--- src/rtl/time_set_pkg.sv ---
// Shared types, digit limits and BCD helpers for the time-entry controller.
package time_set_pkg;

  typedef enum logic [2:0] {
    ST_IDLE    = 3'd0,
    ST_EDIT_H1 = 3'd1,
    ST_EDIT_H0 = 3'd2,
    ST_EDIT_M1 = 3'd3,
    ST_EDIT_M0 = 3'd4,
    ST_COMMIT  = 3'd5
  } state_e;

  localparam logic [3:0] H1_MAX    = 4'd2;
  localparam logic [3:0] H0_MAX    = 4'd9;
  localparam logic [3:0] H0_MAX_20 = 4'd3;
  localparam logic [3:0] M1_MAX    = 4'd5;
  localparam logic [3:0] M0_MAX    = 4'd9;

  localparam logic [5:0] HOUR_LAST   = 6'd23;
  localparam logic [5:0] MINUTE_LAST = 6'd59;

  // Binary 0..63 to {tens, units} BCD using a compare chain (no divider).
  function automatic logic [7:0] bin2bcd2(input logic [5:0] v);
    logic [3:0] tens;
    logic [3:0] units;
    if (v >= 6'd60) begin
      tens = 4'd6; units = 4'(v - 6'd60);
    end else if (v >= 6'd50) begin
      tens = 4'd5; units = 4'(v - 6'd50);
    end else if (v >= 6'd40) begin
      tens = 4'd4; units = 4'(v - 6'd40);
    end else if (v >= 6'd30) begin
      tens = 4'd3; units = 4'(v - 6'd30);
    end else if (v >= 6'd20) begin
      tens = 4'd2; units = 4'(v - 6'd20);
    end else if (v >= 6'd10) begin
      tens = 4'd1; units = 4'(v - 6'd10);
    end else begin
      tens = 4'd0; units = v[3:0];
    end
    return {tens, units};
  endfunction

  // One wrapping step of a digit within 0..max.
  function automatic logic [3:0] step_digit(input logic [3:0] v,
                                            input logic [3:0] max,
                                            input logic       up);
    if (up) return (v >= max) ? 4'd0 : v + 4'd1;
    else    return (v == 4'd0) ? max : v - 4'd1;
  endfunction

endpackage

--- src/rtl/time_set_entry_btn_edge_det.sv ---
// Rising-edge detector for a vector of debounced button levels.
module btn_edge_det #(
  parameter int unsigned N = 4
) (
  input  logic         clk,
  input  logic         rst,
  input  logic [N-1:0] lvl,
  output logic [N-1:0] rise
);

  logic [N-1:0] prev_q;
  logic [N-1:0] prev_d;

  // Next previous-level value is simply the current level.
  always_comb begin
    prev_d = lvl;
  end

  // Register the previous button levels.
  always_ff @(posedge clk or negedge rst) begin
    if (!rst) prev_q <= '0;
    else      prev_q <= prev_d;
  end

  assign rise = lvl & ~prev_q;

endmodule

--- src/rtl/time_set_entry.sv ---
// Button-driven time-entry controller feeding the alarm clock set interface.
// Optional edit timeout is enabled by defining SET_TIMEOUT_EN.
module time_set_entry
  import time_set_pkg::*;
#(
  parameter int unsigned TIMEOUT_CYCLES = 1_000_000_000,
  parameter int unsigned TO_W           = 30
) (
  input  logic       clk,
  input  logic       rst,
  input  logic       btn_enter,
  input  logic       btn_next,
  input  logic       btn_inc,
  input  logic       btn_dec,
  input  logic [5:0] cur_hour,
  input  logic [5:0] cur_minute,
  output logic [3:0] hour1,
  output logic [3:0] hour0,
  output logic [3:0] minute1,
  output logic [3:0] minute0,
  output logic       set,
  output logic       editing,
  output logic [1:0] digit_sel
);

  localparam logic [TO_W-1:0] TO_LAST = TO_W'(TIMEOUT_CYCLES - 1);

  logic [3:0] rise;
  logic       ev_enter, ev_next, ev_inc, ev_dec;
  logic       to_hit;

  state_e     state_q, state_d;
  logic [3:0] h1_q, h1_d, h0_q, h0_d, m1_q, m1_d, m0_q, m0_d;
  logic       set_q, set_d;
  logic       editing_q, editing_d;
  logic [1:0] sel_q, sel_d;
  logic [7:0] hour_bcd, min_bcd;
  logic [3:0] h0_max;

  btn_edge_det #(.N(4)) u_edge (
    .clk  (clk),
    .rst  (rst),
    .lvl  ({btn_dec, btn_inc, btn_next, btn_enter}),
    .rise (rise)
  );

  assign ev_enter = rise[0];
  assign ev_next  = rise[1];
  assign ev_inc   = rise[2];
  assign ev_dec   = rise[3];

`ifdef SET_TIMEOUT_EN
  logic [TO_W-1:0] to_q, to_d;
  logic            in_edit;

  // Idle-cycle counter for edit abort; restarts on any button edge.
  always_comb begin
    in_edit = state_q inside {ST_EDIT_H1, ST_EDIT_H0, ST_EDIT_M1, ST_EDIT_M0};
    to_hit  = in_edit && (rise == 4'b0000) && (to_q == TO_LAST);
    to_d    = '0;
    if (in_edit && (rise == 4'b0000) && !to_hit) to_d = to_q + 1'b1;
  end

  // Timeout counter register.
  always_ff @(posedge clk or negedge rst) begin
    if (!rst) to_q <= '0;
    else      to_q <= to_d;
  end
`else
  logic unused_to_last;
  assign to_hit         = 1'b0;
  assign unused_to_last = ^TO_LAST;
`endif

  // Next-state, digit editing and registered output computation.
  always_comb begin
    state_d  = state_q;
    h1_d     = h1_q;
    h0_d     = h0_q;
    m1_d     = m1_q;
    m0_d     = m0_q;
    sel_d    = sel_q;
    set_d    = 1'b0;
    hour_bcd = bin2bcd2((cur_hour > HOUR_LAST) ? 6'd0 : cur_hour);
    min_bcd  = bin2bcd2((cur_minute > MINUTE_LAST) ? 6'd0 : cur_minute);
    h0_max   = (h1_q == H1_MAX) ? H0_MAX_20 : H0_MAX;
    case (state_q)
      ST_IDLE: begin
        if (ev_enter) begin
          state_d      = ST_EDIT_H1;
          sel_d        = 2'd0;
          {h1_d, h0_d} = hour_bcd;
          {m1_d, m0_d} = min_bcd;
        end
      end
      ST_EDIT_H1, ST_EDIT_H0, ST_EDIT_M1, ST_EDIT_M0: begin
        if (ev_enter) begin
          state_d = ST_COMMIT;
          set_d   = 1'b1;
        end else if (ev_next) begin
          sel_d = sel_q + 2'd1;
          case (state_q)
            ST_EDIT_H1: state_d = ST_EDIT_H0;
            ST_EDIT_H0: state_d = ST_EDIT_M1;
            ST_EDIT_M1: state_d = ST_EDIT_M0;
            default:    state_d = ST_EDIT_H1;
          endcase
        end else if (ev_inc ^ ev_dec) begin
          case (state_q)
            ST_EDIT_H1: begin
              h1_d = step_digit(h1_q, H1_MAX, ev_inc);
              // Moving into the 20s pulls an over-range unit hour down.
              if (h1_d == H1_MAX && h0_q > H0_MAX_20) h0_d = H0_MAX_20;
            end
            ST_EDIT_H0: h0_d = step_digit(h0_q, h0_max, ev_inc);
            ST_EDIT_M1: m1_d = step_digit(m1_q, M1_MAX, ev_inc);
            default:    m0_d = step_digit(m0_q, M0_MAX, ev_inc);
          endcase
        end else if (to_hit) begin
          state_d = ST_IDLE;
        end
      end
      ST_COMMIT: state_d = ST_IDLE;
      default:   state_d = ST_IDLE;
    endcase
    editing_d = state_d inside {ST_EDIT_H1, ST_EDIT_H0, ST_EDIT_M1, ST_EDIT_M0};
  end

  // FSM state and registered outputs.
  always_ff @(posedge clk or negedge rst) begin
    if (!rst) begin
      state_q   <= ST_IDLE;
      h1_q      <= '0;
      h0_q      <= '0;
      m1_q      <= '0;
      m0_q      <= '0;
      set_q     <= 1'b0;
      editing_q <= 1'b0;
      sel_q     <= '0;
    end else begin
      state_q   <= state_d;
      h1_q      <= h1_d;
      h0_q      <= h0_d;
      m1_q      <= m1_d;
      m0_q      <= m0_d;
      set_q     <= set_d;
      editing_q <= editing_d;
      sel_q     <= sel_d;
    end
  end

  assign hour1     = h1_q;
  assign hour0     = h0_q;
  assign minute1   = m1_q;
  assign minute0   = m0_q;
  assign set       = set_q;
  assign editing   = editing_q;
  assign digit_sel = sel_q;

endmodule

--- config.mk ---
export PLATFORM = sky130hd
export DESIGN_NAME = time_set_entry
export DESIGN_NICKNAME = d
export VERILOG_FILES = /design/src/rtl/time_set_pkg.sv /design/src/rtl/time_set_entry_btn_edge_det.sv /design/src/rtl/time_set_entry.sv
export SDC_FILE = /design/constraint.sdc
export NUM_CORES = 1
export LEC_CHECK = 0
export ABC_CLOCK_PERIOD_IN_PS = 3340
export BUFFER_PORTS_ARGS = -buffer_cell sky130_fd_sc_hd__buf_2
export CAP_MARGIN = 40
export CORE_ASPECT_RATIO = 1.25
export CORE_MARGIN = 4
export CORE_UTILIZATION = 45
export DETAILED_ROUTE_END_ITERATION = 8
export HOLD_SLACK_MARGIN = 0.02
export RECOVER_POWER = 50
export SETUP_SLACK_MARGIN = 0.5
export SYNTH_ARGS = -nofsm -noshare
export SYNTH_HDL_FRONTEND = slang
export SYNTH_HIERARCHICAL = 1
export SYNTH_SLANG_ARGS = --single-unit
--- constraint.sdc ---
create_clock -name clk -period 3.34 [get_ports clk]
set_clock_uncertainty 0.1 [all_clocks]
set_input_delay 0.167 -clock clk [delete_from_list [all_inputs] [get_ports clk]]
set_output_delay 0.167 -clock clk [all_outputs]
set_load 0.03 [all_outputs]
==> qor.yml <==
placement:
  place_area_um2: 3210
  port_buffers: 37
  post-dp-hpwl_um: 6040
  gp_congestion: 0.955
global_routing:
  grt_pass1_wl_um: 13000
  antenna_found_initial: 0
  grt_use_total_pct: 20.1
  grt_pass1_vias: 2707
  grt_overflow_total: 0
  grt_start_max_net_pins: 28
critical_path:
  crit_path_max_fanout: 9
  path_cells: "nor2b_4 -> xor2_1 -> and3_1 -> or4b_1 -> o32a_4 -> nor2_8 -> mux2_4"
  worst_ep_arrival_time_ns: 2.78
  cp_top_family: "simple AND/OR/NAND/NOR gates"
  r2r_cells: 7
  cp_slowest_cell: "or4b_1"
  crit_required_ns: 3.42
  end_kind: "flip-flop"
  crit_buf_inv: 0
  setup.worst_path.class: "reg2reg"
  cp-start-kind: "flip-flop"
  cp_slowest_stage_delay_ns: 0.46
  cp.depth: 7
synthesis:
  syn-instance-count: 368
  syn_area_um2: 2950
  synth_seq_cells: 27
  synth_nets: 416
  postSynth.asyncResetShare_pct: 100
  syn_area_per_cell_um2: 8.02
  yosysWarnings: 6
  yosys.cell_types.count: 67
  yosysSeqAreaShare_pct: 22.9
  synth_ff_type: "dfrtp_1"
  synth_edf_count: 0
route:
  ant_nets: 0
  firstDrtPassIters: 4
  wire_per_inst_um: 16.1
  wl_um: 7920
  vias_per_cell: 5.89
  dr_total_vias: 2902
  first_iter_violations: 113
  drc_errors: 0
cts:
  cts-buffers-inserted: 3
  cts-root-buf: "clkbuf_8"
  clock-sinks: 27
  clockBufferDepth: 2
  clkLatencyLatePin_ns: 0.28
  cts_htree_levels: 1
  path_clk_slew_ns: 0.11
  cts_tree: "yes"
sta:
  slew_headroom_pct: -6.36
  finalSetupViolations: 0
  hold_ws_ns: 0.145
  worstMarginPinSlew_ns: 1.60
  hold_viol_final: 0
  grt_setup_unrepaired: "no"
  fmax_mhz: 369
  drv_slew: 28
  fin_tns_setup_ns: 0
  period_share_pct: 81.1
  period_needed_ns: 2.71
power:
  power.density_nw_per_um2: 762
  leakage_nw: 1.49
  vdd_drop_max_v: 0.000458
worst_hold_path:
  holdCritPathClass: "in2reg"
  min_path_cells: 3
layout:
  final_util_pct: 53.1
  diodes: 0
  layout_common_cells: "nor2_1 (34), nand2_1 (34), a21oi_1 (31), ha_1 (30), buf_2 (28)"
  syn_to_final_growth_pct: 13.2
  fin_nets: 457
  drive_gt1_share_pct: 14.7
  design_area_um2: 3340
  fill_cells: 636
floorplanning:
  ios: 38
  die_area_um2: 7920
  die_h_um: 98.5
  coreArea_um2: 6290
  die_w_um: 80.4
  rows: 32
  start_util_pct: 46.9
run_status:
  outcome: "finished with violations"
  violations: "max-capacitance violations, max-slew violations"
run:
  drv_cap: 1
## sequential cells by signal, indices dropped and copies added (netlist names)
register and count:
minute0 4, minute1 4, u_edge/prev_q 4, hour1 4, digit_sel 2, hour0 4, editing 1, set 1
state_q 3
## synth_stat cells, types with 4 or more instances
cell type  number  area [um^2]
nand3b_1        4         30.0
clkbuf_1        7         26.3
buf_2           4         20.0
o21ai_0        14         70.1
and2_1          4         25.0
mux2_4          4         60.1
mux2i_1         4         40.0
nor3b_1         4         30.0
dfrtp_1        27          676
nor2b_1         9         56.3
ha_1           30          375
o211ai_1        8         60.1
nand3_1        10         50.1
and3_1          7         43.8
a211oi_1        5         37.5
a31oi_1         5         31.3
nor2_1         34          128
nor3_1          6         30.0
nand2b_1        5         31.3
o21ai_1         4         20.0
xnor2_1         4         35.0
nand2_1        34          128
a221oi_1        4         35.0
a21oi_1        31          155
o31ai_1         4         30.0
nor2b_4         4         55.1
o221ai_1        4         35.0
inv_1          26         97.6
## logic make-up after synthesis
family	Yosys count	synth area share (%)
simple gates	136	25.0
compound gates	115	27.1
buf+inv	43	5.64
fa+ha+maj	30	12.7
flops	27	22.9
mux	10	4.54
xor+xnor	7	2.08
## routing by layer
layer  global-route usage (%)  part of all wire, %  vias up
met5                        0                    0        -
met4                     8.58                  2.9        0
met3                     1.01                  2.6       16
met2                     36.8                   53       70
met1                     23.8                   42     1378
li1                         -                    -     1438
## worst paths after layout
check	slack, ns	startpoint	to
worst max-delay path	0.63	u_edge/prev_q[2]	hour0[1]
worst min-delay path	0.15	cur_minute[0]	minute0[0]
worst max register to register	0.63	u_edge/prev_q[2]	hour0[1]
worst min register to register	0.44	digit_sel[1]	digit_sel[1]
max in group asynchronous	1.51	rst	minute1[3]
min in group asynchronous	0.71	rst	u_edge/prev_q[2]
## what timing repair did
item / CTS / global route
hold buffers: 5 / 0
endpoints found under the setup margin: 0 / 5
hold endpoints to repair: 31 / 0
gates resized for setup: 0 / 1
buffers inserted: 0 / 4
## where the power goes
part           internal (W)  leakage [nW]  switching [W]
clock network     0.0000879        0.0261       0.000121
registers          0.000452         0.332       0.000277
logic              0.000617          1.14       0.000990
total               0.00116          1.49        0.00139
## metrics by stage
step / total power, W / cells / setup WS (ns)
5_1_grt: 0.00277 / 493 / 0.537
2_1_floorplan: 0.00190 / 368 / 0.741
3_5_place_dp: 0.00233 / 480 / 0.469
3_3_place_gp: 0.00233 / 480 / 0.536
4_1_cts: 0.00255 / 489 / 0.522
6_report: 0.00255 / 493 / 0.632
## worst reg2reg max path, delay by kind of cell (launching register included)
kind / cells / cell delay (ns)
compound gates: 1 / 0.35
flops: 1 / 0.42
simple gates: 4 / 1.12
mux: 1 / 0.31
xor+xnor: 1 / 0.30
## layout make-up
class / count / area [um^2] / share of cell area [%]
Clock inverter: 1 / 8.76 / 0.262
Clock buffer: 3 / 41.3 / 1.24
Sequential cell: 27 / 676 / 20.2
Timing Repair Buffer: 50 / 284 / 8.51
Tap cell: 85 / 106 / 3.18
Multi-Input combinational cell: 298 / 2110 / 63.3
Inverter: 29 / 109 / 3.26
Power figures use the tool's default switching activity.
